**config.mk**
```make
export PLATFORM = sky130hd
export DESIGN_NAME = mem_stage_flat
export DESIGN_NICKNAME = d
export VERILOG_FILES = /design/src/rtl/mem_stage_pkg.sv /design/src/rtl/mem_stage_if.sv /design/src/rtl/mem_stage_load_ext.sv /design/src/rtl/mem_stage.sv /design/src/flat_wrapper.sv
export SDC_FILE = /design/constraint.sdc
export NUM_CORES = 1
export LEC_CHECK = 0
export CAP_MARGIN = 20
export CORE_MARGIN = 2
export CORE_UTILIZATION = 25
export DETAILED_ROUTE_END_ITERATION = 10
export DONT_BUFFER_PORTS = 1
export SKIP_CTS_REPAIR_TIMING = 1
export SYNTH_ARGS = -nofsm -noshare
export SYNTH_HDL_FRONTEND = slang
export SYNTH_SLANG_ARGS = --single-unit
```
**constraint.sdc**
```tcl
create_clock -name clk -period 5.9 [get_ports clk]
set_input_delay 1.475 -clock clk [delete_from_list [all_inputs] [get_ports clk]]
set_output_delay 1.475 -clock clk [all_outputs]
set_load 0.005 [all_outputs]
```
**src/rtl/mem_stage_pkg.sv**
```systemverilog
// Shared widths, memory-op encodings, state encoding and op-decode helpers
// for the MEM pipeline stage.
package mem_stage_pkg;
  localparam int unsigned REG_W      = 32;
  localparam int unsigned REG_ADDR_W = 5;
  localparam int unsigned MEM_OP_W   = 4;
  localparam int unsigned SIZE_W     = 2;

  localparam logic [REG_ADDR_W-1:0] REG_ADDR_NOP = '0;
  localparam logic [REG_W-1:0]      ZERO_WORD    = '0;

  typedef enum logic [MEM_OP_W-1:0] {
    MEM_NONE = 4'd0,
    MEM_LB   = 4'd1,
    MEM_LH   = 4'd2,
    MEM_LW   = 4'd3,
    MEM_LBU  = 4'd4,
    MEM_LHU  = 4'd5,
    MEM_SB   = 4'd6,
    MEM_SH   = 4'd7,
    MEM_SW   = 4'd8
  } mem_op_e;

  typedef enum logic [SIZE_W-1:0] {
    SIZE_BYTE = 2'd0,
    SIZE_HALF = 2'd1,
    SIZE_WORD = 2'd2
  } mem_size_e;

  typedef enum logic [1:0] {
    ST_IDLE = 2'd0,
    ST_REQ  = 2'd1,
    ST_WAIT = 2'd2,
    ST_DONE = 2'd3
  } mem_state_e;

  // Memory transaction captured when the stage leaves IDLE.
  typedef struct packed {
    logic [MEM_OP_W-1:0]   op;
    logic [REG_W-1:0]      addr;
    logic [REG_W-1:0]      wdata;
    logic [REG_ADDR_W-1:0] dest;
    logic                  en;
  } mem_txn_t;

  function automatic logic is_load(input logic [MEM_OP_W-1:0] op);
    return op inside {MEM_LB, MEM_LH, MEM_LW, MEM_LBU, MEM_LHU};
  endfunction

  function automatic logic is_store(input logic [MEM_OP_W-1:0] op);
    return op inside {MEM_SB, MEM_SH, MEM_SW};
  endfunction

  function automatic mem_size_e op_size(input logic [MEM_OP_W-1:0] op);
    mem_size_e s;
    case (op)
      MEM_LB, MEM_LBU, MEM_SB: s = SIZE_BYTE;
      MEM_LH, MEM_LHU, MEM_SH: s = SIZE_HALF;
      default:                 s = SIZE_WORD;
    endcase
    return s;
  endfunction
endpackage

```
**src/rtl/mem_stage_if.sv**
```systemverilog
// Request/response bus between the MEM stage (master) and the memory controller.
interface mem_stage_if;
  import mem_stage_pkg::*;

  logic              mem_req_valid;
  logic              mem_req_we;
  logic [REG_W-1:0]  mem_req_addr;
  logic [REG_W-1:0]  mem_req_wdata;
  logic [SIZE_W-1:0] mem_req_size;
  logic              mem_req_ready;
  logic              mem_done;
  logic [REG_W-1:0]  mem_rdata;

  modport master (
    output mem_req_valid, mem_req_we, mem_req_addr, mem_req_wdata, mem_req_size,
    input  mem_req_ready, mem_done, mem_rdata
  );

  modport slave (
    input  mem_req_valid, mem_req_we, mem_req_addr, mem_req_wdata, mem_req_size,
    output mem_req_ready, mem_done, mem_rdata
  );
endinterface

```
**src/rtl/mem_stage_load_ext.sv**
```systemverilog
// Combinational load-data extension: sign-extends LB/LH, zero-extends LBU/LHU,
// passes everything else through unchanged.
module mem_load_ext
  import mem_stage_pkg::*;
(
  input  logic [MEM_OP_W-1:0] op_i,
  input  logic [REG_W-1:0]    raw_i,
  output logic [REG_W-1:0]    ext_data_o
);

  always_comb begin
    ext_data_o = raw_i;
    case (op_i)
      MEM_LB:  ext_data_o = {{(REG_W-8){raw_i[7]}},   raw_i[7:0]};
      MEM_LH:  ext_data_o = {{(REG_W-16){raw_i[15]}}, raw_i[15:0]};
      MEM_LBU: ext_data_o = {{(REG_W-8){1'b0}},       raw_i[7:0]};
      MEM_LHU: ext_data_o = {{(REG_W-16){1'b0}},      raw_i[15:0]};
      default: ext_data_o = raw_i;
    endcase
  end

endmodule

```
**src/rtl/mem_stage.sv**
```systemverilog
// MEM pipeline stage: passes ALU results straight through, and runs loads/stores
// as a single outstanding request to the memory controller while stalling the pipe.
module mem_stage
  import mem_stage_pkg::*;
(
  input  logic                  clk,
  input  logic                  rst,
  input  logic                  rdy,
  input  logic                  ex_reg_write_en,
  input  logic [REG_ADDR_W-1:0] ex_reg_write_dest,
  input  logic [REG_W-1:0]      ex_reg_write_data,
  input  logic [MEM_OP_W-1:0]   ex_mem_op,
  input  logic [REG_W-1:0]      ex_mem_wdata,
  mem_stage_if.master           bus,
  output logic                  mem_reg_write_en,
  output logic [REG_ADDR_W-1:0] mem_reg_write_dest,
  output logic [REG_W-1:0]      mem_reg_write_data,
  output logic                  stall_req
);

  mem_state_e       state_q, state_d;
  mem_txn_t         cap_q, cap_d;
  logic [REG_W-1:0] result_q, result_d;
  logic [REG_W-1:0] ext_data;
  logic             ex_is_mem;

  assign ex_is_mem = is_load(ex_mem_op) || is_store(ex_mem_op);

  mem_load_ext u_load_ext (
    .op_i       (cap_q.op),
    .raw_i      (bus.mem_rdata),
    .ext_data_o (ext_data)
  );

  // State, captured transaction and load result; rdy low freezes everything.
  always_ff @(posedge clk) begin
    if (rst) begin
      state_q  <= ST_IDLE;
      cap_q    <= '0;
      result_q <= ZERO_WORD;
    end else if (rdy) begin
      state_q  <= state_d;
      cap_q    <= cap_d;
      result_q <= result_d;
    end
  end

  always_comb begin
    state_d            = state_q;
    cap_d              = cap_q;
    result_d           = result_q;
    bus.mem_req_valid  = 1'b0;
    bus.mem_req_we     = is_store(cap_q.op);
    bus.mem_req_addr   = cap_q.addr;
    bus.mem_req_wdata  = cap_q.wdata;
    bus.mem_req_size   = op_size(cap_q.op);
    mem_reg_write_en   = 1'b0;
    mem_reg_write_dest = REG_ADDR_NOP;
    mem_reg_write_data = ZERO_WORD;
    stall_req          = 1'b0;

    case (state_q)
      ST_IDLE: begin
        mem_reg_write_dest = ex_reg_write_dest;
        mem_reg_write_data = ex_reg_write_data;
        mem_reg_write_en   = ex_reg_write_en && !ex_is_mem;
        stall_req          = ex_is_mem;
        if (ex_is_mem) begin
          state_d     = ST_REQ;
          cap_d.op    = ex_mem_op;
          cap_d.addr  = ex_reg_write_data;
          cap_d.wdata = ex_mem_wdata;
          cap_d.dest  = ex_reg_write_dest;
          cap_d.en    = ex_reg_write_en;
        end
      end
      ST_REQ: begin
        bus.mem_req_valid = 1'b1;
        stall_req         = 1'b1;
        if (bus.mem_req_ready) state_d = ST_WAIT;
      end
      ST_WAIT: begin
        stall_req = 1'b1;
        if (bus.mem_done) begin
          state_d  = ST_DONE;
          result_d = ext_data;
        end
      end
      ST_DONE: begin
        mem_reg_write_en   = cap_q.en && is_load(cap_q.op);
        mem_reg_write_dest = cap_q.dest;
        mem_reg_write_data = result_q;
        state_d            = ST_IDLE;
      end
      default: state_d = ST_IDLE;
    endcase

    // Reset cycle presents a clean bubble even with a live EX/MEM latch upstream.
    if (rst) begin
      bus.mem_req_valid  = 1'b0;
      mem_reg_write_en   = 1'b0;
      mem_reg_write_dest = REG_ADDR_NOP;
      mem_reg_write_data = ZERO_WORD;
      stall_req          = 1'b0;
    end
  end

endmodule
```
**src/flat_wrapper.sv**
```systemverilog
// flat-port wrapper written by rule: the top's interface ports become plain ports
module mem_stage_flat import mem_stage_pkg::*;
  (clk, rst, rdy, ex_reg_write_en, ex_reg_write_dest, ex_reg_write_data, ex_mem_op, ex_mem_wdata, mem_reg_write_en, mem_reg_write_dest, mem_reg_write_data, stall_req, bus_mem_req_valid, bus_mem_req_we, bus_mem_req_addr, bus_mem_req_wdata, bus_mem_req_size, bus_mem_req_ready, bus_mem_done, bus_mem_rdata);
  mem_stage_if bus_i ();
  input  logic clk;
  input  logic rst;
  input  logic rdy;
  input  logic ex_reg_write_en;
  input  logic [REG_ADDR_W-1:0] ex_reg_write_dest;
  input  logic [REG_W-1:0] ex_reg_write_data;
  input  logic [MEM_OP_W-1:0] ex_mem_op;
  input  logic [REG_W-1:0] ex_mem_wdata;
  output logic mem_reg_write_en;
  output logic [REG_ADDR_W-1:0] mem_reg_write_dest;
  output logic [REG_W-1:0] mem_reg_write_data;
  output logic stall_req;
  output wire logic [$bits(bus_i.mem_req_valid)-1:0] bus_mem_req_valid;
  output wire logic [$bits(bus_i.mem_req_we)-1:0] bus_mem_req_we;
  output wire logic [$bits(bus_i.mem_req_addr)-1:0] bus_mem_req_addr;
  output wire logic [$bits(bus_i.mem_req_wdata)-1:0] bus_mem_req_wdata;
  output wire logic [$bits(bus_i.mem_req_size)-1:0] bus_mem_req_size;
  input wire logic [$bits(bus_i.mem_req_ready)-1:0] bus_mem_req_ready;
  input wire logic [$bits(bus_i.mem_done)-1:0] bus_mem_done;
  input wire logic [$bits(bus_i.mem_rdata)-1:0] bus_mem_rdata;
  assign bus_mem_req_valid = bus_i.mem_req_valid;
  assign bus_mem_req_we = bus_i.mem_req_we;
  assign bus_mem_req_addr = bus_i.mem_req_addr;
  assign bus_mem_req_wdata = bus_i.mem_req_wdata;
  assign bus_mem_req_size = bus_i.mem_req_size;
  assign bus_i.mem_req_ready = bus_mem_req_ready;
  assign bus_i.mem_done = bus_mem_done;
  assign bus_i.mem_rdata = bus_mem_rdata;
  mem_stage u_core (.clk(clk), .rst(rst), .rdy(rdy), .ex_reg_write_en(ex_reg_write_en), .ex_reg_write_dest(ex_reg_write_dest), .ex_reg_write_data(ex_reg_write_data), .ex_mem_op(ex_mem_op), .ex_mem_wdata(ex_mem_wdata), .bus(bus_i), .mem_reg_write_en(mem_reg_write_en), .mem_reg_write_dest(mem_reg_write_dest), .mem_reg_write_data(mem_reg_write_data), .stall_req(stall_req));
endmodule
```
==> flow_metrics.py, run 1 <==
metrics = {
    "power": {
        "clkPwrFrac_pct": 40.4,
        "combinationalPowerShare_pct": 12.5,
        "swShare_pct": 28.4,
        "p_leak_nw": 1.75,
        "p_per_area_mw_per_mm2": 329,
        "p_switching_w": 0.000481,
        "pwr-share-seq_pct": 47.0,
        "p_int_w": 0.00121,
        "ir_drop_v": 0.000134,
    },
    "worst_setup_path": {
        "startpoint_type": "input pin",
        "crit_path_max_incr_delay_ns": 0.54,
        "path_max_fanout": 4,
        "rr_endpoint": "u_core.bus.mem_req_wdata[18]$_SDFFE_PP0P_",
        "arrival_ns": 2.57,
        "reg2reg_from": "u_core.state_q[0]$_SDFFE_PP0P_",
        "slowest_stage": "o31ai_1",
        "worstSetupEndpointType": "primary output",
        "required_ns": 4.43,
        "r2r_setup_slack_ns": 2.54,
        "rr_worst_depth": 7,
        "path_class": "in -> out",
        "worstPathCellList": "o31ai_1 -> nand2_1 -> a32oi_1 -> nor2_1",
    },
    "timing": {
        "final_hold_viol_count": 0,
        "fin_crit_ns": 4.04,
        "max_freq_mhz": 247,
        "post-route-period-util_pct": 68.5,
        "maxSlewViolCount": 0,
        "rsz0062_at_grt": "false",
        "slew-limit-headroom_pct": 32.3,
        "finalSetupViolations": 0,
        "worstMarginPinSlew_ns": 1.02,
        "finalClockSkew_ns": 0.0115,
        "finalSetupTns_ns": 0,
    },
    "yosys": {
        "ys_types": 39,
        "synth_fa_ha_area_share_pct": 1.44,
        "synth_compound_area_share_pct": 19.6,
        "synth_seq_cells": 108,
        "synth_edf_count": 0,
        "yosysTopAreaCell": "dfxtp_1",
        "ys_seq_area_share_pct": 41.4,
        "synth_xor_area_share_pct": 0.335,
        "syn_avg_cell_area_um2": 7.75,
        "synthSimpleGateAreaFrac_pct": 21.9,
        "syn_inst": 674,
        "yosysMostFrequentCell": "nand2_1",
        "synthTopCellsByArea": "dfxtp_1 41%, nand2_1 13%, buf_4 9.2%, a21oi_1 7.1%, a22oi_1 5.3%",
        "synth_top_family_by_area": "simple AND/OR/NAND/NOR gates",
        "yosys.area.top_type_share_pct": 41.4,
        "synth_flop_cell": "dfxtp_1",
        "ys.warnings.count": 0,
        "netlist_area_mm2": 0.00522,
        "synth.mux.area_fraction_pct": 0.383,
        "yosys-top-cells-count": "185 x nand2_1, 108 x dfxtp_1, 74 x a21oi_1, 66 x nor2_1, 64 x buf_4",
        "synthesis.nets": 791,
        "async_reset_ff_share_pct": 0,
    },
    "detailed_routing": {
        "drt_pre_antenna_iters": 5,
        "vias": 4069,
        "drc": 0,
        "totalWireLength_mm": 15.2,
        "viasPerCell": 4.80,
        "drtIter0Drc": 217,
        "post_drt_wl_per_cell_um": 17.9,
        "ant_nets": 0,
    },
    "grt": {
        "overflow": 0,
        "grt_pass1_wl_mm": 22.4,
        "grt_pass1_vias": 3886,
        "grt_start_max_net_pins": 113,
        "antenna_found_initial": 0,
        "track_usage_pct": 13.2,
    },
    "run": {
        "drv_cap": 0,
    },
    "min_path": {
        "holdCritStartpoint": "u_core.result_q[7]$_SDFFE_PP0P_",
        "min_delay_path_depth": 2,
        "hold_end": "u_core.result_q[7]$_SDFFE_PP0P_",
        "hp-class": "reg -> reg",
    },
    "clock_tree": {
        "path_clk_slew_ns": 0.08,
        "cts-root-buf": "clkbuf_16",
        "htreeDepth": 3,
        "clockBufferDepth": 2,
        "worstSkewPairLatency_ns": 0.35,
        "cts_made_buffers": 9,
        "cts_tree": "yes",
        "cts_sinks": 108,
    },
    "placed_design": {
        "numPortBuffers": 0,
        "hpwl_mm": 10.0,
        "globalplace.congestion": 0.736,
        "place_inst": 832,
    },
    "die": {
        "start_util_pct": 25.6,
        "die-width_um": 149,
        "io_pins": 218,
        "rows": 52,
        "coreArea_mm2": 0.0204,
        "die_area_mm2": 0.0221,
        "die-height_um": 149,
    },
    "final_layout": {
        "diodes": 0,
        "layoutNonFillerInstCount": 848,
        "syn_to_final_growth_pct": -1.32,
        "drive_gt1_share_pct": 8.13,
        "finalNetCount": 690,
    },
    "run_status": {
        "status": "finished clean",
    },
}
## cell families after synthesis
group	after synthesis
AND/OR/NAND/NOR	282
AO/OA/AOI/OAI	157
multiplexers	2
XOR/XNOR	2
buffers and inverters	117
adder cells (fa/ha/maj)	6
flip-flops	108
## power by group through the flow
| stage | Sequential, W | Clock, W | Combinational, W |
|---|---|---|---|
| after floorplan | 0.000797 | 0 | 0.000235 |
| after global placement | 0.000813 | 0 | 0.000214 |
| after detailed placement | 0.000814 | 0 | 0.000216 |
| after CTS | 0.000797 | 0.000708 | 0.000216 |
| after global routing | 0.000802 | 0.000737 | 0.000242 |
| final | 0.000797 | 0.000685 | 0.000212 |
## final cells by class
| class | count | area (um^2) |
|---|---|---|
| Timing Repair Buffer | 3 | 22.5 |
| Fill cell | 2259 | 15200 |
| Tap cell | 270 | 338 |
| Inverter | 2 | 7.51 |
| Sequential cell | 108 | 2160 |
| Clock inverter | 7 | 105 |
| Multi-Input combinational cell | 449 | 2290 |
| Clock buffer | 9 | 225 |
## how the worst max path moves through the flow
stage | startpoint | endpoint | slack (ns) | cells past startpoint
after floorplan | ex_mem_op[3] | mem_reg_write_en | 2.09 | 4
after global placement | ex_mem_op[0] | mem_reg_write_en | 1.93 | 4
after detailed placement | ex_mem_op[0] | mem_reg_write_en | 1.88 | 4
after CTS | ex_mem_op[0] | mem_reg_write_en | 1.88 | 4
after global routing | ex_mem_op[0] | mem_reg_write_en | 1.75 | 4
final | ex_mem_op[0] | mem_reg_write_en | 1.86 | 4
## layer usage
layer / share of wire [%] / wire, um / GRT usage, %
met5: 0 / 0 / 0
met4: 0.61 / 92 / 3.10
met3: 9.5 / 1450 / 5.55
met2: 46 / 7020 / 21.2
met1: 44 / 6620 / 16.6
## stage by stage
| step | hold WS, ns | total power, W | area, um^2 | worst slack (ns) | util, % |
|---|---|---|---|---|---|
| 3_3_place_gp | 0.440 | 0.00103 | 4820 | 1.93 | 23.7 |
| 2_1_floorplan | 0.437 | 0.00103 | 5220 | 2.09 | - |
| 4_1_cts | 0.455 | 0.00172 | 5150 | 1.88 | 25.3 |
| 6_report | 0.455 | 0.00169 | 5150 | 1.86 | 25.3 |
| 5_1_grt | 0.472 | 0.00178 | 5150 | 1.75 | 25.3 |
| 3_5_place_dp | 0.444 | 0.00103 | 4820 | 1.88 | 23.7 |
## sequential cells by signal, indices dropped and copies added, names as in the netlist
name and cells:
u_core.cap_q 10, u_core.result_q 32, u_core.bus.mem_req_wdata 32, u_core.bus.mem_req_addr 32, u_core.state_q 2
## cells in the final DEF, fill, tap and decap left out, types with 2 or more instances in the layout
| cell type | count |
|---|---|
| a211oi_1 | 16 |
| a21oi_1 | 74 |
| a21oi_2 | 19 |
| a22oi_1 | 37 |
| a31oi_1 | 2 |
| and3_2 | 2 |
| buf_4 | 3 |
| bufinv_16 | 2 |
| clkbuf_16 | 9 |
| dfxtp_1 | 108 |
| ha_1 | 4 |
| ha_2 | 2 |
| inv_1 | 2 |
| inv_6 | 2 |
| mux2i_1 | 2 |
| nand2_1 | 185 |
| nand2b_1 | 5 |
| nand3_1 | 2 |
| nand3b_1 | 3 |
| nor2_1 | 66 |
| nor3_1 | 10 |
| o21ai_0 | 2 |
| or3_1 | 2 |
## critical path: cells and delay by family
kind             cells  cell delay (ns)
AO/OA/AOI/OAI        2             0.80
AND/OR/NAND/NOR      2             0.29
(Power assumes the default switching activity.)
==> run 2, diff against run 1 <==
- clock period: 5.9 -> 4.19 ns (I/O delays scaled with it)
==> flow_metrics.py, run 2 (same netlist as run 1, synthesis figures left out) <==
metrics = {
    "run_status": {
        "status": "finished clean",
    },
    "placed_design": {
        "globalplace.congestion": 0.730,
        "numPortBuffers": 0,
        "hpwl_mm": 10.2,
        "placed_area_mm2": 0.00485,
        "place_ws_ns": 1.02,
    },
    "timing": {
        "finalSetupTns_ns": 0,
        "fin_ws_ns": 0.999,
        "slew-limit-headroom_pct": 38.1,
        "finalClockSkew_ns": 0.00984,
        "post-route-period-util_pct": 76.1,
        "final_hold_viol_count": 0,
        "worstMarginPinSlew_ns": 0.929,
        "finalSetupViolations": 0,
        "fin_crit_ns": 3.19,
        "rsz0062_at_grt": "false",
        "max_freq_mhz": 313,
        "maxSlewViolCount": 0,
    },
    "power": {
        "ir_drop_v": 0.000160,
        "p_per_area_mw_per_mm2": 450,
        "p_leak_nw": 1.76,
        "p_total_w": 0.00232,
    },
    "worst_setup_path": {
        "required_ns": 3.14,
        "startpoint_type": "flip-flop",
        "crit_path_max_incr_delay_ns": 0.62,
        "arrival_ns": 2.14,
        "timing.critical_path.from": "u_core.state_q[0]$_SDFFE_PP0P_",
        "path_max_fanout": 38,
        "critPathTopFamily": "simple AND/OR/NAND/NOR gates",
        "worstSetupEndpointType": "primary output",
        "slowest_stage": "or2_2",
        "rr_worst_depth": 7,
        "path_class": "reg -> out",
        "rr_endpoint": "u_core.bus.mem_req_wdata[25]$_SDFFE_PP0P_",
        "path_depth": 4,
        "reg2reg_from": "u_core.state_q[0]$_SDFFE_PP0P_",
        "worstPathCellList": "inv_1 -> ha_2 -> or2_2 -> nor2_1",
        "r2r_setup_slack_ns": 1.51,
        "cp.buffers_inverters": 1,
    },
    "min_path": {
        "min_delay_path_depth": 2,
        "holdCritStartpoint": "u_core.result_q[0]$_SDFFE_PP0P_",
        "hold_end": "u_core.result_q[0]$_SDFFE_PP0P_",
        "hp-class": "reg -> reg",
    },
    "clock_tree": {
        "htreeDepth": 3,
        "cts-root-buf": "clkbuf_16",
        "cts_sinks": 108,
        "worstSkewPairLatency_ns": 0.35,
        "path_clk_slew_ns": 0.07,
        "clockBufferDepth": 2,
        "cts_made_buffers": 9,
        "cts_tree": "yes",
    },
    "grt": {
        "grt_pass1_vias": 3835,
        "grt_pass1_wl_mm": 22.1,
        "grt_start_max_net_pins": 113,
        "antenna_found_initial": 0,
        "overflow": 0,
        "track_usage_pct": 13.2,
    },
    "die": {
        "io_pins": 218,
        "die_area_mm2": 0.0221,
        "die-height_um": 149,
        "rows": 52,
        "die-width_um": 149,
        "coreArea_mm2": 0.0204,
        "start_util_pct": 25.6,
    },
    "final_layout": {
        "drive_gt1_share_pct": 8.45,
        "final_util_pct": 25.3,
        "diodes": 0,
        "layout.cells.most_common": "nand2_1",
        "finalNetCount": 692,
        "syn_to_final_growth_pct": -1.25,
        "final_cell_mix": "185 x nand2_1, 108 x dfxtp_1, 74 x a21oi_1",
        "post-route-cell-area_mm2": 0.00516,
    },
    "detailed_routing": {
        "drt_pre_antenna_iters": 4,
        "vias": 4036,
        "drc": 0,
        "viasPerCell": 4.75,
        "post_drt_wl_per_cell_um": 17.9,
        "totalWireLength_mm": 15.2,
        "ant_nets": 0,
        "drtIter0Drc": 252,
    },
    "run": {
        "drv_cap": 0,
    },
}
-- run 2: worst max-delay path by stage --
stage	endpoint	slack, ns
after floorplan	mem_reg_write_en	1.23
after global placement	mem_reg_write_en	1.08
after detailed placement	mem_reg_write_en	1.02
after CTS	mem_reg_write_data[10]	0.96
after global routing	mem_reg_write_data[11]	0.86
final	mem_reg_write_data[10]	1.0
-- run 2: worst min-delay path: cells and delay by family, from the launching register on --
family,cells,cell delay (ns)
simple gates,1,0.05
compound gates,1,0.05
flops,1,0.32
-- run 2: where the power goes --
part | switching, W | internal (W)
Combinational | 0.000204 | 0.0000975
Clock | 0.000424 | 0.000474
Sequential | 0.0000438 | 0.00108
-- run 2: metrics by stage --
step	cells	hold slack (ns)
3_3_place_gp	834	0.441
4_1_cts	850	0.453
6_report	850	0.457
2_1_floorplan	674	0.437
3_5_place_dp	834	0.443
5_1_grt	850	0.481
-- run 2: area by class of cell --
cell class,instances,area [um^2]
flip-flops and latches,108,2160
inverters,2,7.51
repair buffers,5,50.0
well taps,270,338
clock inverters,7,81.3
clock buffers,9,225
multi-input cells,449,2290
fillers,2238,15200
-- run 2: layer usage --
layer	part of all wire, %	up-vias	wire [um]	track usage [%]
met2	47	173	7100	21.1
met4	0.78	0	119	3.00
met1	43	1882	6460	16.6
met3	10	8	1520	5.43
met5	0	-	0	0
li1	-	1973	-	-
